### src/rtl/program_loader.sv
// Boot-time program loader: byte stream -> big-endian words -> imem.
// Holds the core in reset until a complete image has been written.
module program_loader #(
  parameter int ADDR_WIDTH = 8,
  parameter int MAX_WORDS  = 256
) (
  input  logic                  clk,
  input  logic                  rst,
  input  logic                  start,
  input  logic [7:0]            in_byte,
  input  logic                  in_valid,
  output logic                  in_ready,
  output logic                  imem_we,
  output logic [ADDR_WIDTH-1:0] imem_addr,
  output logic [31:0]           imem_wdata,
  output logic                  cpu_rst_n,
  output logic                  busy,
  output logic                  done,
  output logic                  error,
  output logic [15:0]           word_count
);

  localparam logic [2:0] S_IDLE   = 3'd0;
  localparam logic [2:0] S_LEN_HI = 3'd1;
  localparam logic [2:0] S_LEN_LO = 3'd2;
  localparam logic [2:0] S_DATA   = 3'd3;
  localparam logic [2:0] S_WRITE  = 3'd4;
  localparam logic [2:0] S_DONE   = 3'd5;
  localparam logic [2:0] S_ERROR  = 3'd6;

  logic [2:0]  state, nstate;
  logic [15:0] n_wc;
  logic [31:0] asm_q, n_asm;
  logic [1:0]  bcnt, n_bcnt;
  logic [15:0] idx, n_idx;
  logic [15:0] len;
  logic        accept;

  assign accept = in_valid && in_ready;
  assign len    = {word_count[15:8], in_byte};

  // Next-state and datapath decode
  always_comb begin
    nstate = state;
    n_wc   = word_count;
    n_asm  = asm_q;
    n_bcnt = bcnt;
    n_idx  = idx;
    case (state)
      S_IDLE, S_DONE, S_ERROR: begin
        if (start) begin
          nstate = S_LEN_HI;
          n_bcnt = 2'd0;
          n_idx  = 16'd0;
        end
      end
      S_LEN_HI: begin
        if (accept) begin
          n_wc[15:8] = in_byte;
          nstate     = S_LEN_LO;
        end
      end
      S_LEN_LO: begin
        if (accept) begin
          n_wc[7:0] = in_byte;
          if (len == 16'd0)
            nstate = S_DONE;
          else if (len > 16'(MAX_WORDS))
            nstate = S_ERROR;
          else
            nstate = S_DATA;
        end
      end
      S_DATA: begin
        if (accept) begin
          n_asm  = {asm_q[23:0], in_byte};
          n_bcnt = bcnt + 2'd1;
          if (bcnt == 2'd3)
            nstate = S_WRITE;
        end
      end
      S_WRITE: begin
        n_idx = idx + 16'd1;
        if (idx + 16'd1 == word_count)
          nstate = S_DONE;
        else
          nstate = S_DATA;
      end
      default: nstate = S_IDLE;
    endcase
  end

  // State, datapath and registered outputs decoded from next state
  always_ff @(posedge clk or posedge rst) begin
    if (rst) begin
      state      <= S_IDLE;
      word_count <= 16'd0;
      asm_q      <= 32'd0;
      bcnt       <= 2'd0;
      idx        <= 16'd0;
      in_ready   <= 1'b0;
      imem_we    <= 1'b0;
      imem_addr  <= '0;
      imem_wdata <= 32'd0;
      cpu_rst_n  <= 1'b0;
      busy       <= 1'b0;
      done       <= 1'b0;
      error      <= 1'b0;
    end else begin
      state      <= nstate;
      word_count <= n_wc;
      asm_q      <= n_asm;
      bcnt       <= n_bcnt;
      idx        <= n_idx;
      in_ready   <= (nstate == S_LEN_HI) ||
                    (nstate == S_LEN_LO) ||
                    (nstate == S_DATA);
      imem_we    <= (nstate == S_WRITE);
      if (nstate == S_WRITE) begin
        imem_addr  <= n_idx[ADDR_WIDTH-1:0];
        imem_wdata <= n_asm;
      end
      cpu_rst_n  <= (nstate == S_DONE);
      busy       <= (nstate == S_LEN_HI) ||
                    (nstate == S_LEN_LO) ||
                    (nstate == S_DATA)   ||
                    (nstate == S_WRITE);
      done       <= (nstate == S_DONE);
      error      <= (nstate == S_ERROR);
    end
  end

endmodule

### config.mk
export PLATFORM = sky130hd
export DESIGN_NAME = program_loader
export DESIGN_NICKNAME = d
export VERILOG_FILES = /design/src/rtl/program_loader.sv
export SDC_FILE = /design/constraint.sdc
export NUM_CORES = 1
export LEC_CHECK = 0
export BUFFER_PORTS_ARGS = -buffer_cell sky130_fd_sc_hd__buf_2
export CORE_AREA = 3 3 102 104
export CTS_BUF_LIST = sky130_fd_sc_hd__clkbuf_2
export CTS_CLUSTER_DIAMETER = 120
export DETAILED_ROUTE_END_ITERATION = 16
export DIE_AREA = 0 0 105 107
export GPL_TIMING_DRIVEN = 0
export HOLD_SLACK_MARGIN = 0.08
export PLACE_DENSITY = 0.83
export SLEW_MARGIN = 20
export SYNTH_ARGS = -nofsm -noshare
export SYNTH_HDL_FRONTEND = slang
export SYNTH_SLANG_ARGS = --single-unit
### constraint.sdc
create_clock -name clk -period 3.6 [get_ports clk]
set_input_delay 0 -clock clk [delete_from_list [all_inputs] [get_ports clk]]
set_output_delay 0 -clock clk [all_outputs]
set_load 0.05 [all_outputs]
# ---- Word level (Yosys, flattened, before mapping)
# Index checks and enable logic that the tools add are counted.
dict set report word_totals {
  ramBits 0
  rom_bits 0
  elab_cells 62
  inputBits 12
  memories 0
  latchBits 0
  ff_bits 114
  output_inout_bits 62
}
dict set report classes {
  order_cmp 1
  mux 16
  mul 0
  n_eq_ne 16
  n_div 0
  shift 0
  addsub 2
  reduce_logical 13
  n_bitwise 0
}
# cell count
set op_table {}
lappend op_table {{$mux W32} 2}
lappend op_table {{$pmux W16 S2} 1}
lappend op_table {{$mux W3} 8}
lappend op_table {{$eq A3 B3 Y1 const B} 6}
lappend op_table {{$add A16 B1 Y16 const B} 1}
lappend op_table {{$eq A16 B16 Y1} 1}
lappend op_table {{$gt A16 B9 Y1 const B} 1}
lappend op_table {{$logic_not A16 Y1} 1}
lappend op_table {{$mux W16} 1}
lappend op_table {{$pmux W3 S5} 1}
lappend op_table {{$eq A3 B2 Y1 const B} 4}
lappend op_table {{$eq A3 B1 Y1 const B} 2}
lappend op_table {{$reduce_and A2 Y1} 3}
lappend op_table {{$mux W2} 2}
lappend op_table {{$ne A2 B2 Y1 const B} 2}
lappend op_table {{$pmux W2 S2} 1}
lappend op_table {{$reduce_bool A2 Y1} 2}
lappend op_table {{$logic_not A3 Y1} 1}
lappend op_table {{$logic_or A1 B1 Y1} 3}
lappend op_table {{$reduce_and A3 Y1} 1}
lappend op_table {{$reduce_or A3 Y1} 1}
lappend op_table {{$add A2 B1 Y2 const B} 1}
lappend op_table {{$eq A2 B2 Y1 const B} 1}
lappend op_table {{$logic_and A1 B1 Y1} 1}

# ---- Longest topological paths before layout
# Gate-level depths: netlist of run 1.
dict set report logic_depth {
  word_depth 9
  ltp_mapped 9
  mapped_depth_nobuf 8
}

# ---- Worst setup path after synthesis of run 1
# OpenSTA, ideal clock, no wires.
dict set report synth_timing {
  path_kind {flip-flop to flip-flop}
  from {register in_ready}
  to {register busy}
  setup_ns 0.124
  synth_period_minus_slack_ns 2.330
  t_arrival_ns 2.206
  path_slack_ns 1.270
  required_time_ns 3.476
  n_path_buf 1
  path_stages_with_launch 8
  cell_sequence {dfrtp_1 nand2_1 or4b_2 buf_2 a21oi_1 a311oi_2 a21bo_2 o21bai_1}
}
dict set report synth_between {
  elab_chain_len 7
  word_cells_on_any_way 12
  cone_classes {eq/ne: 4; mux: 4; reduce/logical: 4}
}
# item line
set synth_lines {}
lappend synth_lines {{start: declaration} 12} ;# output logic in_ready,
lappend synth_lines {{start signal: assignment} 115} ;# in_ready <= (nstate == S_LEN_HI) ||
lappend synth_lines {{$logic_and A1 B1 Y1 (*)} 39} ;# assign accept = in_valid && in_ready;
lappend synth_lines {{$mux W3 (on tied branches)} {75, 58, 64}}
lappend synth_lines {{$pmux W3 S5 (*)} 49} ;# case (state)
lappend synth_lines {{via nstate[2]} 31} ;# logic [2:0] state, nstate;
lappend synth_lines {{$eq A3 B1 Y1 / $eq A3 B2 Y1 (equally long branches)} {124, 125}}
lappend synth_lines {{$logic_or A1 B1 Y1} 124} ;# busy <= (nstate == S_LEN_HI) ||
lappend synth_lines {{$logic_or A1 B1 Y1} 125} ;# (nstate == S_LEN_LO) ||
lappend synth_lines {{$logic_or A1 B1 Y1 (*)} 126} ;# (nstate == S_DATA) ||
lappend synth_lines {{end signal: assignment} 124}
lappend synth_lines {{end: declaration} 17} ;# output logic busy,
# The timed path passes the listed nets; every way through them passes the cells marked *.
# A chain may end at the register's enable or synchronous reset.

# ---- Worst setup path after layout of run 1
dict set report layout_timing {
  from {register idx[1]}
  to {register busy}
}
dict set report layout_between {
  elab_chain_len 8
  word_cells_on_any_way 11
  cone_classes {add/sub: 1; eq/ne: 5; mux: 2; reduce/logical: 3}
}
# item line
set layout_lines {}
lappend layout_lines {{start: declaration} 35} ;# logic [15:0] idx, n_idx;
lappend layout_lines {{start signal: assignment} 114} ;# idx <= n_idx;
lappend layout_lines {{$add A16 B1 Y16 (*)} 84} ;# if (idx + 16'd1 == word_count)
lappend layout_lines {{$eq A16 B16 Y1 (*)} 84}
lappend layout_lines {{$mux W3 (*)} 84}
lappend layout_lines {{$pmux W3 S5 (*)} 49}
lappend layout_lines {{via nstate[2]} 31}
lappend layout_lines {{$eq A3 B1 Y1 / $eq A3 B2 Y1 (equally long branches)} {124, 125}}
lappend layout_lines {{$logic_or A1 B1 Y1} 124}
lappend layout_lines {{$logic_or A1 B1 Y1} 125}
lappend layout_lines {{$logic_or A1 B1 Y1 (*)} 126}
# Marks and branches as above.

==> impl_results.md, run 1 <==
- Status: finished, final reports clean
- Layout Utilization: 0.6484
- Post-synthesis adder-cell area fraction: 0.006667
- Simple-gate portion of the synthesized area: 0.1040
- Crit. Startpoint: idx[1]
- CTS tree: done
- Starting DRT DRC Count: around 230
- Tmin final: 2.637 ns
- Placed insts: 629
- Flops & latches, synth: approximately 110
- Die W: between 100 and 150 um
- Die height: roughly 110 um
- Area leader, netlist: dfrtp_1
- Worst path cell trace: ha_1 > buf_2 > and4_1 > and4_1 > nor4_1 > nand4_1 > nor4_2 > a21bo_2 > o21bai_1
- Multi-input gate area: 0.002246 mm^2
- Max Cap Viol: 0
- Worst Setup Start Kind: flip-flop
- Xor/xnor share of the synthesized area: 0.03833
- Vias in the first global route: 3807
- Crit path DAT: around 3.2 ns
- Syn nets: 436
- Most frequent cells in the layout: 114 x dfrtp_1, 92 x buf_2, 89 x mux2_2, 28 x o21ai_0, 19 x clkbuf_2
- Dominant synthesized flop cell: dfrtp_1
- Commonest non-fill, non-tap cell in the layout: dfrtp_1
- Max-slew violation count: 0
- TritonCTS Buffers: 17
- Delay of the slowest critical-path stage: between 0.4 and 0.5 ns
- Share of layout cells above drive strength 1: 0.4217
- Final setup TNS: 0 ns
- GRT Util Overall: 0.2268
- Drt pass-1 iters: 5
- Largest net degree at the start of global routing: 81
- FILL cells: 751
- FFs w/ async S/R, synth: 1.000
- FP Rows: 36
- Critical Path RT: approximately 4.2 ns
- DR DRC count: 0
- Post-detailed-route wirelength per cell: 17.84 um
- Final Cycle Share: 0.7325
- Cells after Synth: roughly 420
- Worst Setup Slack, final: approximately 0.96 ns
- Top cell type's share of synthesized area: 0.5429
- Main combinational cell family by area after synthesis: multiplexers
- Endpoints failing hold: 0
- Total die area: 0.01124 mm^2
- Complex-gate fraction of the synthesized area: 0.08476
- Clk sinks: between 100 and 150
- Dpl ws: 0.9973 ns
- Starting Density: 0.5452
- Slowest cell on the critical path: dfrtp_1
- Yosys warning total: 0
- LEAKAGE: 3.040 nW
- Core area: ~0.0096 mm^2
- Initial antenna violation count: 0
- Post-CTS Hold Buffers: 15
- Clk_lat worst skew: 0.66 ns
- Via density: 5.620
- Fmax: 0.3792 GHz
- DP Area: 0.005819 mm^2
- Post-route cell area: 0.006250 mm^2
- RePlAce Congestion: 0.9150
- HP Class: in -> reg
- Final hold slack: about 0.17 ns
- RSZ-0062 raised after global routing: false
- EDFF count, synth: 0
- Mapped cell area: between 0.005 and 0.006 mm^2
- Worst slew pin tran: 0.6511 ns
- Register area: 0.002853 mm^2
- Mux cell area share after synthesis: 0.1926
- Htree depth: 4
- PwrDens: roughly 790 mW/mm^2
- Post-CTS Setup Inserts: 0
- Post-CTS sizing: 0
- Reg clk slew, reported paths: 0.17 ns
- Min-delay src: in_byte[0]
- First-pass GRT wire length: ~20000 um
- Critical path type: reg -> reg
- Slew HR: 0.5636
- Clock root cell: clkbuf_2
- Synth unique cells: 55
- Antenna cells: 0
- Layout area overhead: 18.93%
- Final WL: 12060 um
- Syn avg cell area: 12.45 um^2
- Largest cells by area after synthesis: dfrtp_1 54%, mux2_2 19%, o21ai_0 2.7%
- Worst-path maximum fanout: 9
- Fin cells: 676
- Final Setup Violations: 0
- Clock skew: 0.01920 ns
- Worst r2r src: idx[1]
- Grt ovf: 0
- I/O pins: 74
- Maximum VDD drop: approximately 0.4 mV
- CP endpoint kind: flip-flop
- Via count: 3799
- Port Buffers: 73
- Most frequent CP cell: and4_1
- Seq/Total Area, Yosys: 0.5429
- Worst-case clock buffer depth: 2
- Overall power: between 4 and 5 mW
- Post-route ant nets: 0
- Detailed Place HPWL: 8690 um
- Final #Nets: ~540
[state kept, by name, summed over array words and instances (netlist names), 2 cells and up]
name and count:
bcnt 2, imem_addr 8, word_count 16, idx 16, imem_wdata 32, asm_q 32, state 3
[path summary, 6_finish.rpt]
check | endpoint | slack [ns] | cells after the start
max in group asynchronous | imem_wdata[21] | 2.49 | 5
hold reg to reg | imem_addr[5] | 0.52 | 1
setup reg to reg | busy | 0.96 | 9
hold / removal | word_count[0] | 0.17 | 3
min in group asynchronous | idx[6] | 0.44 | 4
setup / recovery | busy | 0.96 | 9
[cell usage after synthesis (2+ instances only)]
master,count
dfrtp_1,114
mux2_2,89
o21ai_0,28
buf_2,19
nand2_1,18
xnor2_1,15
nor2_1,14
nand4_1,10
a21oi_1,8
a31oi_1,8
xor2_1,8
inv_1,6
nand3_1,6
nor2b_1,6
nor3_1,6
o41ai_1,6
and3_1,4
clkbuf_1,4
nor4_1,4
and4_1,3
o31ai_1,3
a211o_1,2
and2_1,2
buf_4,2
clkbuf_2,2
ha_1,2
nand3_2,2
nor4_4,2
o22ai_1,2
or3_1,2
[logic make-up after synthesis]
logic type	count (synthesis)
flip-flops	114
multiplexers	90
AND/OR/NAND/NOR	89
AO/OA/AOI/OAI	69
buffers and inverters	34
XOR/XNOR	23
adder cells (fa/ha/maj)	3
[per-layer routing]
metal | part of all wire | vias to the layer above | GRT usage
met4 | 0.019 | 0 | 0.08810
li1 | - | 1765 | -
met1 | 0.44 | 1878 | 0.2954
met2 | 0.48 | 132 | 0.3648
met5 | 0 | - | 0
met3 | 0.062 | 24 | 0.06081
[where the power goes]
part / switching (mW) / total [mW] / internal (mW)
Combinational: 1.29 / 2.04 / 0.744
Clock: 0.495 / 0.946 / 0.451
Sequential: 0.311 / 1.96 / 1.65
[area by class of cell]
type                            count  area share
Inverter                            6    0.004404
Tap cell                          133     0.02663
Clock inverter                     15     0.03043
Clock buffer                       17     0.01361
Multi-Input combinational cell    274      0.3594
Timing Repair Buffer               89     0.08689
Buffer                             28     0.02222
Sequential cell                   114      0.4565
[critical path, delay by kind of cell, from the launching register on]
kind                       cells  cell delay (ns)
and+or+nand+nor                5             1.47
AOI/OAI and AO/OA              2             0.30
DFF                            1             0.43
adders and majority gates      1             0.19
buffers and inverters          1             0.18
(Power assumes the default switching activity.)
==> run 2: changes to the inputs <==
==> constraint.sdc (replaced) <==
create_clock -name clk -period 2.6 [get_ports clk]
set_input_delay 0 -clock clk [delete_from_list [all_inputs] [get_ports clk]]
set_output_delay 0 -clock clk [all_outputs]
set_load 0.05 [all_outputs]
==> run 2 against run 1 <==
Compared with the run above: clock skew is 0.021 ns higher; worst setup slack worse by 0.79 ns; clock-buffer cell count is 1 higher; fmax is 8.6% higher; critical path type unchanged; critical endpoint unchanged; largest power group unchanged.
==> impl_results.md, run 2 (synthesized netlist as in run 1, its figures left out) <==
- RePlAce Congestion: 0.9275 (+1.4%)
- HP Class: in -> reg
- Multi-input gate area: 0.002266 mm^2 (+0.89%)
- Detailed Place HPWL: 9054 um (+4.2%)
- Port Buffers: 73 (unchanged)
- Most frequent cells in the layout: 114 x dfrtp_1, 91 x buf_2, 89 x mux2_2, 28 x o21ai_0, 20 x clkbuf_2
- Worst Setup Start Kind: flip-flop
- Endpoints failing hold: 0 (unchanged)
- Slew HR: 0.5334 (-0.03015)
- Die height: 107 um (unchanged)
- DP Area: 0.005891 mm^2 (+1.2%)
- Clock root cell: clkbuf_2
- DR DRC count: 0 (unchanged)
- Final WL: 12430 um (+3.1%)
- Post-detailed-route wirelength per cell: 18.39 um (+3.1%)
- Critical path type: reg -> reg
- TritonCTS Buffers: 17 (unchanged)
- Crit path DAT: 3.01 ns (-0.20 ns)
- Commonest non-fill, non-tap cell in the layout: dfrtp_1
- Max layer used: met4
- Via count: 3862 (+1.7%)
- Maximum VDD drop: 0.5863 mV (+46%)
- Layout area overhead: 20.55%
- Htree depth: 4 (unchanged)
- Final Setup Violations: 0 (unchanged)
- FP Rows: 36 (unchanged)
- Tmin final: 2.428 ns (-0.2095 ns)
- First-pass GRT wire length: 20130 um (+2.5%)
- Drt pass-1 iters: 5 (unchanged)
- I/O pins: 74 (unchanged)
- Initial antenna violation count: 1 (+1)
- Reg clk slew, reported paths: 0.20 ns (+0.03 ns)
- CTS tree: done
- Worst-case clock buffer depth: 2 (unchanged)
- Critical Path RT: 3.18 ns (-0.99 ns)
- Vias in the first global route: 3893 (+2.3%)
- Starting DRT DRC Count: 249 (+6.4%)
- FILL cells: 722 (-3.9%)
- Clk sinks: 114 (unchanged)
- Worst-path maximum fanout: 9 (unchanged)
- Die W: 105 um (unchanged)
- Worst slew pin tran: 0.6968 ns (+0.04572 ns)
- Post-route ant nets: 0 (unchanged)
- LEAKAGE: 3.077 nW (+1.2%)
- Post-route cell area: 0.006335 mm^2 (+1.4%)
- Total die area: 0.01124 mm^2 (unchanged)
- Final #Nets: 544 (unchanged)
- Core area: 0.009639 mm^2 (unchanged)
- Biggest regs: asm_q (32), imem_wdata (32)
- Layout Utilization: 0.6572 (+0.008827)
- Final setup TNS: 0 ns (unchanged)
- Starting Density: 0.5452 (unchanged)
- Max Cap Viol: 0 (unchanged)
- WL met3: 855 um (+14%)
- Fmax: 0.4119 GHz (+8.6%)
- GRT Util Overall: 0.2318 (+0.004945)
- Final Cycle Share: 0.9337 (+0.2011)
- Status: finished, final reports clean
- PwrDens: 1101 mW/mm^2 (+39%)
- Max-slew violation count: 0 (unchanged)
- CP endpoint kind: flip-flop
- Clk_lat worst skew: 0.66 ns (about the same)
- Register area: 0.002853 mm^2 (unchanged)
- Reg2reg setup slack: 0.17 ns (-0.79 ns)
- RSZ-0062 raised after global routing: false
- Wl on met1: 5164 um (-1.6%)
- Via density: 5.713 (+1.7%)
- Share of layout cells above drive strength 1: 0.4373 (+0.01554)
- DR WL met2: 6238 um (+6.9%)
- Largest net degree at the start of global routing: 34 (-58%)
- Grt ovf: 0 (unchanged)
- Clock skew: 0.03989 ns (+0.02069 ns)
- Post-CTS Setup Inserts: 0 (unchanged)
[run 2: what timing repair did]
| action | 4_1_cts | 5_1_grt |
|---|---|---|
| setup endpoints to repair | 2 | 43 |
| pin swaps | 0 | 1 |
| hold buffers | 12 | 0 |
| endpoints found under the hold margin | 162 | 0 |
| resized for setup | 2 | 3 |
[run 2: area by class of cell]
cell class                      instances  share of cell area
Timing Repair Buffer                   89             0.09165
Antenna cell                            1           0.0003950
Multi-Input combinational cell        274              0.3577
Tap cell                              133             0.02627
Clock inverter                         13             0.03298
Clock buffer                           18             0.01422
Inverter                                6            0.004148
Buffer                                 28             0.02232
Sequential cell                       114              0.4503
[run 2: critical path, stage by stage, from the launching register on]
cell	delay [ns]
dfrtp_1	0.40
ha_1	0.14
buf_2	0.21
nand4_2	0.20
nor3_4	0.39
mux2i_1	0.28
o22ai_1	0.15
nor4_4	0.29
a21bo_2	0.21
o21bai_1	0.07
[run 2: power by group]
group | internal (mW) | switching (mW)
combinational | 1.01 | 1.82
sequential | 2.28 | 0.438
clock | 0.731 | 0.691
total | 4.03 | 2.95
[run 2: metrics by stage]
step	power, mW	hold WS, ns	worst slack, ns	std cells
after global routing	7.322	0.1418	0.02667	676
after floorplan	4.769	0.1506	0.2698	422
after detailed placement	5.533	0.02236	0.02883	632
final	6.976	0.1927	0.1724	676
after global placement	5.387	0.3054	0.06530	628
after CTS	6.976	0.1416	0.02896	675
[run 2: path summary, 6_finish.rpt]
check,startpoint,to,depth (start not counted)
setup reg to reg,idx[1],busy,9
min in group asynchronous,rst,imem_addr[5],4
setup / recovery,idx[1],busy,9
hold reg to reg,imem_addr[7],imem_addr[7],1
hold / removal,in_byte[0],word_count[8],3
max in group asynchronous,rst,imem_addr[1],7
[run 2: metal layers]
layer | up-vias | global-route usage
li1 | 1758 | -
met1 | 1922 | 0.2971
met2 | 165 | 0.3841
met3 | 17 | 0.05659
met4 | 0 | 0.08622
met5 | - | 0
==> run 3: changes to the inputs <==
==> config.mk (replaced) <==
export PLATFORM = sky130hd
export DESIGN_NAME = program_loader
export DESIGN_NICKNAME = d
export VERILOG_FILES = /design/src/rtl/program_loader.sv
export SDC_FILE = /design/constraint.sdc
export NUM_CORES = 1
export LEC_CHECK = 0
export ABC_AREA = 1
export BUFFER_PORTS_ARGS = -buffer_cell sky130_fd_sc_hd__clkbuf_2
export CORE_AREA = 3 3 125 127
export CTS_BUF_LIST = sky130_fd_sc_hd__clkbuf_2
export CTS_CLUSTER_DIAMETER = 120
export DETAILED_ROUTE_END_ITERATION = 16
export DIE_AREA = 0 0 128 130
export GPL_TIMING_DRIVEN = 0
export HOLD_SLACK_MARGIN = 0.08
export PLACE_DENSITY = 0.6
export SLEW_MARGIN = 20
export SYNTH_ARGS = -nofsm -noshare
export SYNTH_HDL_FRONTEND = slang
export SYNTH_SLANG_ARGS = --single-unit
==> run 3 against run 2 <==
Compared with the run above: routed wire length is 5.5% higher; clock power is 25% lower; sequential share of layout area is 1.8 points higher.
==> impl_results.md, run 3 <==
- Commonest non-fill, non-tap cell in the layout: nand2_1
- Biggest regs: asm_q (32), imem_wdata (32)
- Share of layout cells above drive strength 1: 0.1738 (-0.2635)
- Post-synth top cells: 261 x nand2_1, 114 x dfrtp_1, 60 x inv_1, 52 x o21ai_0, 29 x nand3_1
- Final Cycle Share: 0.8327 (-0.1010)
- Sequential power share: 0.393 (+0.003)
- Most frequent cells in the layout: 261 x nand2_1, 114 x dfrtp_1, 90 x clkbuf_2, 59 x inv_1, 52 x o21ai_0
- Post-CTS Hold Buffers: 16 (+4)
- Post-route cell area: 0.006096 mm^2 (-3.8%)
- Clock power frac: 0.153 (-0.051)
- Layout Utilization: 0.4194 (-0.2378)
- Total die area: 0.01664 mm^2 (+48%)
- Flops & latches, synth: 114 (unchanged)
- Top-count cell post-synth: nand2_1
- Delay of the slowest critical-path stage: 0.56 ns (+0.16 ns)
- Clock skew: 0.04129 ns (+0.001404 ns)
- Yosys warning total: 0 (unchanged)
- Worst path cell trace: buf_2 > nor3_1 > nand2_1 > clkbuf_1 > o21ai_0 > dlygate4sd3_1
- Delay-heaviest family, CP: buffers and inverters
- FFs w/ async S/R, synth: 1.000 (unchanged)
- Largest cells by area after synthesis: dfrtp_1 56%, nand2_1 19%, o21ai_0 5.1%
- Final Setup Violations: 0 (unchanged)
- Area leader, netlist: dfrtp_1
- Dominant synthesized flop cell: dfrtp_1
- Tmin final: 2.165 ns (-0.2626 ns)
- CTS tree: done
- First-pass GRT wire length: 21740 um (+8.0%)
- Antenna cells: 0 (-1)
- Reg clk slew, reported paths: 0.20 ns (about the same)
- Endpoints failing hold: 0 (unchanged)
- DP Area: 0.005733 mm^2 (-2.7%)
- Seq/Total Area, Yosys: 0.5623 (+0.01941)
- Post-CTS sizing: 0 (-2)
- Syn avg cell area: 8.118 um^2 (-35%)
- Max-slew violation count: 0 (unchanged)
- Slew HR: 0.5521 (+0.01873)
- FP Rows: 44 (+22%)
- Clk_lat worst skew: 0.67 ns (about the same)
- WP buf/inv: 3 (+2)
- Port Buffers: 73 (unchanged)
- TritonCTS Buffers: 17 (unchanged)
- Critical path type: reg -> reg
- Htree depth: 4 (unchanged)
- Worst slew pin tran: 0.6693 ns (-0.02752 ns)
- Synth unique cells: 30 (-45%)
- Register area: 0.002853 mm^2 (unchanged)
- Worst-case clock buffer depth: 2 (unchanged)
- Grt ovf: 0 (unchanged)
- Multi-input gate area: 0.001903 mm^2 (-16%)
- LEAKAGE: 3.196 nW (+3.9%)
- HP Class: in -> reg
- Largest net degree at the start of global routing: 31 (-8.8%)
- Final WL: 13110 um (+5.5%)
- Worst-path maximum fanout: 10 (+1)
- Internal power: 3.474 mW (-14%)
- DR DRC count: 0 (unchanged)
- EDFF count, synth: 0 (unchanged)
- Vias in the first global route: 4275 (+9.8%)
- Die height: 130 um (+21%)
- Starting Density: 0.3491 (-0.1961)
- Initial antenna violation count: 0 (-1)
- Crit path DAT: 2.80 ns (-0.21 ns)
- Clock root cell: clkbuf_2
- Final setup TNS: 0 ns (unchanged)
- Maximum VDD drop: 0.6158 mV (+5.0%)
- Worst Setup Start Kind: flip-flop
- Via density: 4.649 (-19%)
- Cells after Synth: 625 (+48%)
- Core area: 0.01453 mm^2 (+51%)
- Drt pass-1 iters: 6 (+1)
- Layout area overhead: 20.15%
- Fmax: 0.4619 GHz (+12%)
- Via count: 4333 (+12%)
- Post-detailed-route wirelength per cell: 14.07 um (-23%)
- Detailed Place HPWL: 9904 um (+9.4%)
- GRT Util Overall: 0.1681 (-0.06365)
- Die W: 128 um (+22%)
- NetSw: 3.460 mW (+17%)
- Combinational Power Share: 0.455 (+0.049)
- RePlAce Congestion: 0.8471 (-8.7%)
- PwrDens: 1138 mW/mm^2 (+3.3%)
- FILL cells: 1516 (+110%)
- Final #Nets: 750 (+38%)
- I/O pins: 74 (unchanged)
- Clk sinks: 114 (unchanged)
- CP endpoint kind: flip-flop
- Critical Path RT: 3.23 ns (+0.05 ns)
- Status: finished, final reports clean
- Max Cap Viol: 0 (unchanged)
- Mapped cell area: 0.005074 mm^2 (-3.5%)
- Slowest cell on the critical path: dlygate4sd3_1
- Switch share: 0.4990 (+0.07629)
- RSZ-0062 raised after global routing: false
- Post-route ant nets: 0 (unchanged)
- Top cell type's share of synthesized area: 0.5623 (+0.01941)
- Syn nets: 639 (+47%)
- Post-CTS Setup Inserts: 0 (unchanged)
- Starting DRT DRC Count: 271 (+8.8%)
[run 3: final timing paths]
check / start / to / cells past startpoint / slack (ns)
max: state[0] / word_count[2] / 6 / 0.43
min: in_byte[6] / word_count[14] / 4 / 0.17
max reg2reg: state[0] / word_count[2] / 6 / 0.43
min reg2reg: imem_wdata[19] / imem_wdata[19] / 2 / 0.50
max in group asynchronous: rst / error / 7 / 1.06
min in group asynchronous: rst / imem_wdata[28] / 4 / 0.51
[run 3: tightest hold or removal path, cell delays in order]
cell and delay (ns):
dlygate4sd3_1 0.53, clkbuf_2 0.16, nand2_1 0.06, o21ai_0 0.06
[run 3: per-layer routing]
metal / track usage / routed length (um) / vias to the layer above / share of wire
met1: 0.2256 / 6188 / 2034 / 0.47
met2: 0.2677 / 6086 / 93 / 0.46
li1: - / - / 2193 / -
met3: 0.04912 / 676 / 13 / 0.052
met5: 0 / 0 / - / 0
met4: 0.04619 / 164 / 0 / 0.013
[run 3: layout make-up]
| type | instances | share of cell area |
|---|---|---|
| Buffer | 20 | 0.01334 |
| Clock buffer | 17 | 0.01396 |
| Clock inverter | 14 | 0.01929 |
| Inverter | 63 | 0.03941 |
| Multi-Input combinational cell | 428 | 0.3122 |
| Sequential cell | 114 | 0.4680 |
| Tap cell | 184 | 0.03777 |
| Timing Repair Buffer | 92 | 0.09606 |
[run 3: power by group through the flow]
stage	clock [mW]	sequential [mW]	combinational (mW)
after CTS	1.10	2.73	3.19
after floorplan	0	3.88	1.20
after detailed placement	0	2.77	3.15
after global routing	1.18	2.80	3.47
final	1.06	2.72	3.15
after global placement	0	2.77	3.10
[run 3: stage by stage]
stage               total power [mW]  instances  worst slack, ns  hold WS, ns
floorplan                      5.073        625           0.7600       0.1210
global placement               5.876        882           0.4034       0.2950
detailed placement             5.918        885           0.4489       0.1184
CTS                            7.024        932           0.4239      0.08102
global route                   7.454        932           0.1567      0.09116
finish                         6.934        932           0.4350       0.1724
[run 3: cell families after synthesis]
| logic type | synth area share |
|---|---|
| xor gates and xnor gates | 0.005180 |
| adders and majority gates | 0.004931 |
| and+or+nand+nor | 0.2836 |
| AOI/OAI and AO/OA | 0.08138 |
| buffers and inverters | 0.06264 |
| DFF | 0.5623 |
